--- config.mk ---
export PLATFORM = sky130hd
export DESIGN_NAME = cell_stream_sequencer
export DESIGN_NICKNAME = d
export VERILOG_FILES = /design/src/rtl/cell_stream_sequencer.sv
export SDC_FILE = /design/constraint.sdc
export NUM_CORES = 1
export LEC_CHECK = 0
export ABC_AREA = 1
export BUFFER_PORTS_ARGS = -buffer_cell sky130_fd_sc_hd__buf_2
export CAP_MARGIN = 5
export CORE_UTILIZATION = 35
export CTS_BUF_LIST = sky130_fd_sc_hd__clkbuf_4
export DETAILED_ROUTE_END_ITERATION = 8
export HOLD_SLACK_MARGIN = 0.03
export SKIP_LAST_GASP = 1
export SLEW_MARGIN = 20
export SYNTH_ARGS = -nofsm -noshare
export SYNTH_HDL_FRONTEND = slang
export SYNTH_SLANG_ARGS = --single-unit
--- constraint.sdc ---
create_clock -name clk -period 2.5 [get_ports clk]
set_input_delay 0.625 -clock clk [delete_from_list [all_inputs] [get_ports clk]]
set_output_delay 0.625 -clock clk [all_outputs]
set_load 0.05 [all_outputs]
--- src/rtl/cell_stream_sequencer.sv ---
// Streams 3x3 cell pairs into CellProcessor under valid/ready with credit flow control,
// collects the fixed-latency results in a FIFO and counts the job to completion.
module cell_stream_sequencer #(
   parameter int unsigned CELL_W  = 72,
   parameter int unsigned PIX_W   = 8,
   parameter int unsigned OPC_W   = 4,
   parameter int unsigned LATENCY = 4,
   parameter int unsigned DEPTH   = 8,
   parameter int unsigned CNT_W   = 20
) (
   input  logic              clk,
   input  logic              rst_n,
   input  logic              start,
   input  logic [CNT_W-1:0]  pixel_total,
   input  logic [OPC_W-1:0]  opcode_in,
   input  logic [PIX_W-1:0]  user_in,
   input  logic              in_valid,
   output logic              in_ready,
   input  logic [CELL_W-1:0] in_cellA,
   input  logic [CELL_W-1:0] in_cellB,
   output logic [CELL_W-1:0] core_cellA,
   output logic [CELL_W-1:0] core_cellB,
   output logic [OPC_W-1:0]  core_opcode,
   output logic [PIX_W-1:0]  core_user,
   input  logic [PIX_W-1:0]  core_pixel,
   output logic              out_valid,
   input  logic              out_ready,
   output logic [PIX_W-1:0]  out_pixel,
   output logic [CNT_W-1:0]  out_index,
   output logic              busy,
   output logic              done
);

   localparam int unsigned PTR_W  = (DEPTH > 1) ? $clog2(DEPTH) : 1;
   localparam int unsigned FCNT_W = $clog2(DEPTH + 1);
   localparam int unsigned SUM_W  = $clog2(DEPTH + LATENCY + 1);

   typedef enum logic [1:0] {
      IDLE,
      RUN,
      DRAIN,
      DONE
   } state_t;

   state_t state, stateNext;

   logic [CNT_W-1:0]  totalReg;
   logic [CNT_W-1:0]  issued;
   logic [CNT_W-1:0]  popped;
   logic [LATENCY-1:0] validPipe;
   logic [PIX_W-1:0]  fifoMem [DEPTH];
   logic [PTR_W-1:0]  wrPtr;
   logic [PTR_W-1:0]  rdPtr;
   logic [FCNT_W-1:0] fifoCnt;
   logic [SUM_W-1:0]  inflight;
   logic              creditOk;
   logic              startGo;
   logic              accept;
   logic              push;
   logic              pop;

   function automatic logic [PTR_W-1:0] ptrInc(input logic [PTR_W-1:0] p);
      return (p == PTR_W'(DEPTH - 1)) ? '0 : p + 1'b1;
   endfunction

   always_comb begin
      inflight = '0;
      for (int unsigned i = 0; i < LATENCY; i++) begin
         inflight = inflight + SUM_W'(validPipe[i]);
      end
   end

   // Every issued cell owns a FIFO slot until popped, so the FIFO cannot overflow.
   assign creditOk  = (SUM_W'(fifoCnt) + inflight) < SUM_W'(DEPTH);
   assign in_ready  = (state == RUN) && (issued < totalReg) && creditOk;
   assign accept    = in_valid && in_ready;
   assign push      = validPipe[LATENCY-1];
   assign out_valid = (fifoCnt != '0);
   assign pop       = out_valid && out_ready;
   assign out_pixel = fifoMem[rdPtr];
   assign out_index = popped;
   assign startGo   = (state == IDLE) && start;
   assign busy      = (state == RUN) || (state == DRAIN);
   assign done      = (state == DONE);

   always_ff @(posedge clk or negedge rst_n) begin
      if (!rst_n) begin
         state <= IDLE;
      end else begin
         state <= stateNext;
      end
   end

   always_comb begin
      stateNext = state;
      unique case (state)
         IDLE: begin
            if (start) begin
               stateNext = (pixel_total == '0) ? DONE : RUN;
            end
         end
         RUN: begin
            if (issued == totalReg) begin
               stateNext = DRAIN;
            end
         end
         DRAIN: begin
            if (popped == totalReg) begin
               stateNext = DONE;
            end
         end
         DONE: begin
            stateNext = IDLE;
         end
         default: begin
            stateNext = IDLE;
         end
      endcase
   end

   always_ff @(posedge clk or negedge rst_n) begin
      if (!rst_n) begin
         totalReg    <= '0;
         core_opcode <= '0;
         core_user   <= '0;
         issued      <= '0;
         popped      <= '0;
      end else begin
         if (startGo) begin
            totalReg    <= pixel_total;
            core_opcode <= opcode_in;
            core_user   <= user_in;
            issued      <= '0;
            popped      <= '0;
         end else begin
            if (accept) begin
               issued <= issued + 1'b1;
            end
            if (pop) begin
               popped <= popped + 1'b1;
            end
         end
      end
   end

   always_ff @(posedge clk or negedge rst_n) begin
      if (!rst_n) begin
         core_cellA <= '0;
         core_cellB <= '0;
         validPipe  <= '0;
      end else begin
         if (accept) begin
            core_cellA <= in_cellA;
            core_cellB <= in_cellB;
         end
         validPipe[0] <= accept;
         for (int unsigned i = 1; i < LATENCY; i++) begin
            validPipe[i] <= validPipe[i-1];
         end
      end
   end

   // The pipe tail marks the edge at which core_pixel belongs to an issued cell.
   always_ff @(posedge clk or negedge rst_n) begin
      if (!rst_n) begin
         wrPtr   <= '0;
         rdPtr   <= '0;
         fifoCnt <= '0;
         for (int unsigned i = 0; i < DEPTH; i++) begin
            fifoMem[i] <= '0;
         end
      end else begin
         if (push) begin
            fifoMem[wrPtr] <= core_pixel;
            wrPtr          <= ptrInc(wrPtr);
         end
         if (pop) begin
            rdPtr <= ptrInc(rdPtr);
         end
         unique case ({push, pop})
            2'b10:   fifoCnt <= fifoCnt + 1'b1;
            2'b01:   fifoCnt <= fifoCnt - 1'b1;
            default: fifoCnt <= fifoCnt;
         endcase
      end
   end

endmodule

==> flow_metrics.py, run 1 <==
metrics = {
    "outcome": {
        "status": "finished, violations left",
        "violations": "negative setup slack",
    },
    "critical_path": {
        "startpoint_type": "register",
        "crit_chain": "fa_1 > ha_1 > nand2_1 > inv_1 > o21bai_1 > nand3_1 > nand2_2 > nand3_4 > clkinvlp_4 > buf_6",
        "path_class": "register to primary output",
        "critPathMaxStageDelay_ns": 0.54,
        "setup.worst_path.end_class": "primary output",
        "rr_startpoint": "validPipe[0]",
        "r2r-end": "core_cellA[63]",
        "required_ns": 1.88,
        "cp_max_fo": 2,
        "worstPathArrival_ns": 2.72,
        "crit_slowest_cell": "fa_1",
        "r2r_slack_ns": -0.39,
        "reg2regPathDepth": 16,
    },
    "clock_network": {
        "path_clk_slew_ns": 0.07,
        "clockBufferDepth": 3,
        "insertion_delay_ns": 0.76,
        "cts_tree": "built",
        "clkSinkCount": 296,
        "cts-root-buf": "clkbuf_4",
        "cts_made_buffers": 85,
        "cts_max_level": 3,
    },
    "sta": {
        "tightest_slew_ns": 0.749,
        "rsz0062_at_grt": "yes",
        "fmax_mhz": 299,
        "fin_crit_sh_pct": 134,
        "final-setup-viol-count": 174,
        "skew_ns": 0.0344,
        "hold_viol": 0,
        "relSlewSlack_pct": 50.0,
        "drv_slew": 0,
        "worst_slack_ns": -0.843,
        "min_period_ns": 3.34,
    },
    "yosys": {
        "yosys_warnings": 0,
        "synth-seq-cells": 296,
        "synth.cell_area_um2": 13700,
        "post_synth_inst_count": 1680,
        "syn_avg_cell_area_um2": 8.17,
        "yosysSeqAreaShare_pct": 54.0,
        "yosysUniqueCellTypes": 37,
        "syn_nets": 1907,
    },
    "floorplan": {
        "initial_core_util_pct": 35.5,
        "die_w_um": 200,
        "io_pins": 377,
        "dieArea_um2": 40000,
        "rows": 72,
        "core_um2": 38600,
        "fp.dieH_um": 200,
    },
    "placement": {
        "post-dp-hpwl_mm": 28.8,
        "pre_cts_ws_ns": -0.197,
        "dp_cells": 2549,
        "gp_congestion": 0.855,
        "portBuffers": 376,
    },
    "power_and_ir_drop": {
        "p_int_uw": 14000,
        "pwr-share-seq_pct": 29.7,
        "power.switching_uw": 13000,
        "vdd.ir_drop.worst_mv": 0.860,
        "pwr-share-comb_pct": 53.4,
        "power.density_nw_per_um2": 1300,
        "switching_share_pct": 48.1,
        "clkPwrFrac_pct": 16.9,
        "p_leak_uw": 0.0112,
    },
    "flow_run": {
        "maxCapViolCount": 0,
    },
    "routing": {
        "drc": 0,
        "first_pass_iters": 7,
        "vias_per_cell": 4.70,
        "drtIter0Drc": 692,
        "ant_nets": 0,
        "wl_per_cell_um": 16.1,
        "vias": 13719,
        "wirelength_mm": 47.1,
    },
    "min_path": {
        "hold_start": "in_cellA[24]",
        "min_path_type": "primary input to register",
        "hold-path-endpoint": "core_cellA[24]",
        "hold_depth": 3,
    },
    "grt": {
        "grt_pass1_vias": 13967,
        "track_usage_pct": 23.9,
        "grt-ovfl-total": 0,
        "grt_max_degree": 66,
        "antenna_found_initial": 7,
        "grt_pass1_wl_mm": 73.8,
    },
    "final_layout": {
        "stdcell_count": 2922,
        "layout-drive-gt1-share_pct": 29.0,
        "layout_common_cells": "nand2_1, buf_2, dfrtp_1",
        "final_common_cell": "nand2_1",
        "nNetsFinal": 2565,
        "syn2layout_area_growth_pct": 50.8,
    },
}
==> worst max path at each step <==
stage / from / to / slack, ns
floorplan: fifoCnt[0] / fifoCnt[3] / -0.05
global placement: validPipe[0] / in_ready / -0.22
detailed placement: validPipe[0] / in_ready / -0.20
CTS: validPipe[0] / in_ready / -0.96
global route: validPipe[0] / in_ready / -1.06
finish: validPipe[0] / in_ready / -0.84
==> cell type report <==
type / count / area, um2
diodes: 7 / 17.5
clock buffers: 126 / 946
clock inverters: 20 / 106
fillers: 3477 / 18000
inverters: 119 / 482
multi-input cells: 1191 / 5740
flip-flops and latches: 296 / 7410
well taps: 518 / 648
repair buffers: 644 / 5330
repair inverters: 1 / 20.0
==> power groups by stage <==
stage	Combinational, uW	Sequential [uW]	Clock [uW]
6_report	14400	8000	4560
5_1_grt	15500	8240	4940
4_1_cts	14100	7950	4710
3_5_place_dp	11900	7940	0
3_3_place_gp	11700	7920	0
2_1_floorplan	4710	11800	0
==> registers in the layout (all words and copies together), names as in the netlist, 3 cells and up <==
signal and count:
core_cellA 72, core_cellB 72, fifoMem 64, issued 20, out_index 20, totalReg 20, core_user 8, core_opcode 4
fifoCnt 4, validPipe 4, rdPtr 3, wrPtr 3
==> repair_timing <==
action,4_1_cts,5_1_grt
buffers inserted,30,11
setup endpoints to repair,128,176
cloned,25,4
pin swaps,23,7
hold buffers,153,0
resized for setup,107,61
hold endpoints to repair,201,0
==> metal layers <==
| metal | vias up | part of all wire, % | global-route usage, % | wire, um |
|---|---|---|---|---|
| met2 | 483 | 49 | 40.1 | 23100 |
| met1 | 6465 | 42 | 28.9 | 19600 |
| li1 | 6665 | - | - | - |
| met3 | 106 | 6.2 | 5.91 | 2900 |
| met5 | - | 0 | 0 | 0 |
| met4 | 0 | 3.2 | 10.5 | 1500 |
==> cells in the mapped netlist <==
cell type	instances	area [um2]
inv_1	111	417
xor2_1	24	210
nor3b_1	2	15.0
inv_2	5	18.8
fa_1	2	40.0
o21ai_0	118	591
clkbuf_1	34	128
nand3_1	53	265
clkinv_1	2	7.51
dfrtp_1	296	7410
o21bai_1	2	15.0
o31ai_1	2	15.0
nor4_1	2	12.5
a21o_1	2	15.0
clkbuf_2	1	5.00
a31oi_1	8	50.1
ha_1	36	450
o32ai_1	8	70.1
or2_2	1	6.26
nand4_1	20	125
nand2_2	1	6.26
buf_6	8	90.1
nand4_4	1	21.3
a21oi_1	14	70.1
nand2_1	732	2750
buf_1	1	3.75
xnor2_1	12	105
o211ai_1	8	60.1
nor3_1	17	85.1
nor2_2	1	6.26
o21a_1	1	7.51
inv_4	1	6.26
a211oi_1	1	7.51
nand3b_1	1	7.51
nor2_1	122	458
buf_4	12	90.1
buf_2	18	90.1
==> critical path: cells and delay by family (launching register included) <==
family	cells	cell delay, ns
AO/OA/AOI/OAI	1	0.15
adder cells (fa/ha/maj)	2	0.76
buffers and inverters	3	0.25
flip-flops	1	0.40
AND/OR/NAND/NOR	4	0.39
==> metrics by stage <==
stage | instance area [um2] | setup TNS [ns] | power, uW | hold WS (ns) | utilization [%]
floorplan | 13800 | -0.0537 | 16500 | 0.329 | -
global placement | 16400 | -0.821 | 19600 | 0.382 | 42.6
detailed placement | 16400 | -0.692 | 19900 | 0.387 | 42.6
CTS | 20400 | -34.45 | 26800 | 0.0320 | 52.7
global route | 20700 | -82.71 | 28700 | 0.0564 | 53.6
finish | 20700 | -55.91 | 27000 | 0.0965 | 53.6
==> cells by family after synthesis <==
group	count (synthesis)	synth area share [%]
buffers and inverters	193	6.24
xor gates and xnor gates	36	2.30
and+or+nand+nor	953	27.4
AOI/OAI and AO/OA	164	6.56
DFF	296	54.0
adders and majority gates	38	3.57
Power figures use the tool's default switching activity.
==> run 2, diff against run 1 <==
- CORE_UTILIZATION: 35 -> 45
- PLACE_DENSITY: default -> 0.7
==> flow_metrics.py, run 2 (synthesis gave the netlist of run 1 again) <==
metrics = {
    "outcome": {
        "status": "finished, violations left",
        "violations": "negative setup slack",
    },
    "grt": {
        "grt-ovfl-total": 0,
        "antenna_found_initial": 14,
        "track_usage_pct": 28.4,
        "grt_pass1_wl_mm": 69.0,
        "grt_pass1_vias": 13157,
        "grt_max_degree": 63,
    },
    "clock_network": {
        "cts_tree": "built",
        "insertion_delay_ns": 0.69,
        "cts-root-buf": "clkbuf_4",
        "cts_made_buffers": 80,
        "cts_max_level": 3,
        "clkSinkCount": 296,
        "clockBufferDepth": 3,
        "path_clk_slew_ns": 0.07,
    },
    "final_layout": {
        "fin_area_um2": 19700,
        "nNetsFinal": 2431,
        "layout_common_cells": "nand2_1, buf_2, dfrtp_1",
        "seqCellArea_um2": 7410,
        "top_regs": "core_cellA x72, core_cellB x72, fifoMem x64",
        "fin_util_pct": 66.1,
        "n_fill_cell": 2425,
        "syn2layout_area_growth_pct": 43.5,
        "layout-drive-gt1-share_pct": 34.7,
        "final_common_cell": "nand2_1",
        "multi_input_area_um2": 5960,
    },
    "critical_path": {
        "r2r_slack_ns": -0.55,
        "reg2regPathDepth": 18,
        "crit_chain": "fa_1 > ha_1 > nand2_1 > inv_1 > o21bai_1 > nand2_1 > nand2_1 > nand2_2 > nand3_4 > clkinvlp_4 > buf_8",
        "crit_slowest_cell": "fa_1",
        "cp.depth": 11,
        "cpMostUsedCell": "nand2_1",
        "critPathMaxStageDelay_ns": 0.54,
        "crit_family": "adder cells",
        "path_class": "register to primary output",
        "worstPathArrival_ns": 2.65,
        "crit_buf_inv": 3,
        "setup.worst_path.end_class": "primary output",
        "cp_max_fo": 2,
        "required_ns": 1.88,
        "startpoint_type": "register",
    },
    "floorplan": {
        "die_w_um": 177,
        "rows": 63,
        "dieArea_um2": 31200,
        "core_um2": 29800,
        "initial_core_util_pct": 46.1,
        "fp.dieH_um": 177,
        "io_pins": 377,
    },
    "sta": {
        "worst_slack_ns": -0.777,
        "drv_slew": 0,
        "relSlewSlack_pct": 61.3,
        "tns_ns": -72.75,
        "min_period_ns": 3.28,
        "skew_ns": 0.0582,
        "hold_viol": 0,
        "tightest_slew_ns": 0.579,
        "rsz0062_at_grt": "yes",
        "fmax_mhz": 305,
        "final-setup-viol-count": 174,
        "fin_crit_sh_pct": 131,
    },
    "placement": {
        "post-dp-hpwl_mm": 28.2,
        "place_area_um2": 16400,
        "portBuffers": 376,
        "gp_congestion": 0.888,
    },
    "routing": {
        "ant_nets": 0,
        "met3_length_mm": 3.28,
        "wl_met1_mm": 17.3,
        "first_pass_iters": 5,
        "vias": 13299,
        "drtIter0Drc": 934,
        "met2_length_mm": 22.1,
        "top_layer_used": "met4",
        "wl_per_cell_um": 16.8,
        "vias_per_cell": 5.01,
        "drc": 0,
        "wirelength_mm": 44.6,
    },
    "power_and_ir_drop": {
        "pwr-share-seq_pct": 29.7,
        "vdd.ir_drop.worst_mv": 1.19,
        "p_leak_uw": 0.0109,
        "p_int_uw": 14100,
        "clkPwrFrac_pct": 15.7,
        "pwr-share-comb_pct": 54.6,
        "power.switching_uw": 12900,
        "switching_share_pct": 47.9,
        "power.density_nw_per_um2": 1370,
    },
    "min_path": {
        "hold_depth": 3,
        "min_path_type": "primary input to register",
    },
    "flow_run": {
        "maxCapViolCount": 0,
    },
}
[run 2: power groups by stage]
stage	clock network (uW)	registers (uW)	logic, uW
after floorplan	0	11800	4710
after global placement	0	7870	11800
after detailed placement	0	7900	12000
after CTS	4330	7920	14400
after global routing	4630	8230	15700
final	4240	8020	14700
[run 2: area by class of cell]
cell class / instances / area share, %
antenna: 14 / 0.178
clock buffer: 117 / 4.46
clock inverter: 11 / 0.343
inverter: 119 / 2.39
multi-input combinational: 1191 / 30.3
sequential: 296 / 37.6
tap: 390 / 2.48
timing repair buffer: 514 / 22.1
timing repair inverter: 2 / 0.184
[run 2: metal layers]
metal / global-route usage, % / vias to the layer above
met3: 6.96 / 124
met1: 33.7 / 6260
met4: 15.9 / 0
li1: - / 6388
met2: 47.1 / 527
met5: 0 / -
[run 2: stage by stage]
stage / worst slack, ns / total power [uW] / std cells / hold slack, ns
after CTS: -0.830 / 26600 / 2636 / 0.0691
after global placement: -0.174 / 19600 / 2431 / 0.378
after detailed placement: -0.194 / 19900 / 2431 / 0.379
after floorplan: -0.0537 / 16500 / 1680 / 0.329
final: -0.777 / 27000 / 2654 / 0.127
after global routing: -0.939 / 28600 / 2654 / 0.0852
[run 2: repair_timing]
action                                  in CTS  in global routing
endpoints found under the setup margin     163                175
pin swaps                                   18                 28
gates resized for setup                    155                105
buffers inserted                            36                  7
gates cloned                                41                  3
endpoints found under the hold margin       54                  0
hold buffers                                 1                  0
[run 2: worst reg2reg max path, delay by kind of cell, from the launching register on]
kind,cells,cell delay (ns)
buffers and inverters,9,1.17
adder cells (fa/ha/maj),2,0.76
AND/OR/NAND/NOR,6,0.50
flip-flops,1,0.40
AO/OA/AOI/OAI,1,0.16
[run 2: path summary, 6_finish.rpt]
kind / to / from
min in group asynchronous: core_cellA[22] / rst_n
max reg2reg: core_cellA[58] / validPipe[3]
min reg2reg: validPipe[3] / validPipe[2]
min: core_cellA[53] / in_cellA[53]
max in group asynchronous: core_cellA[51] / rst_n
max: in_ready / validPipe[3]
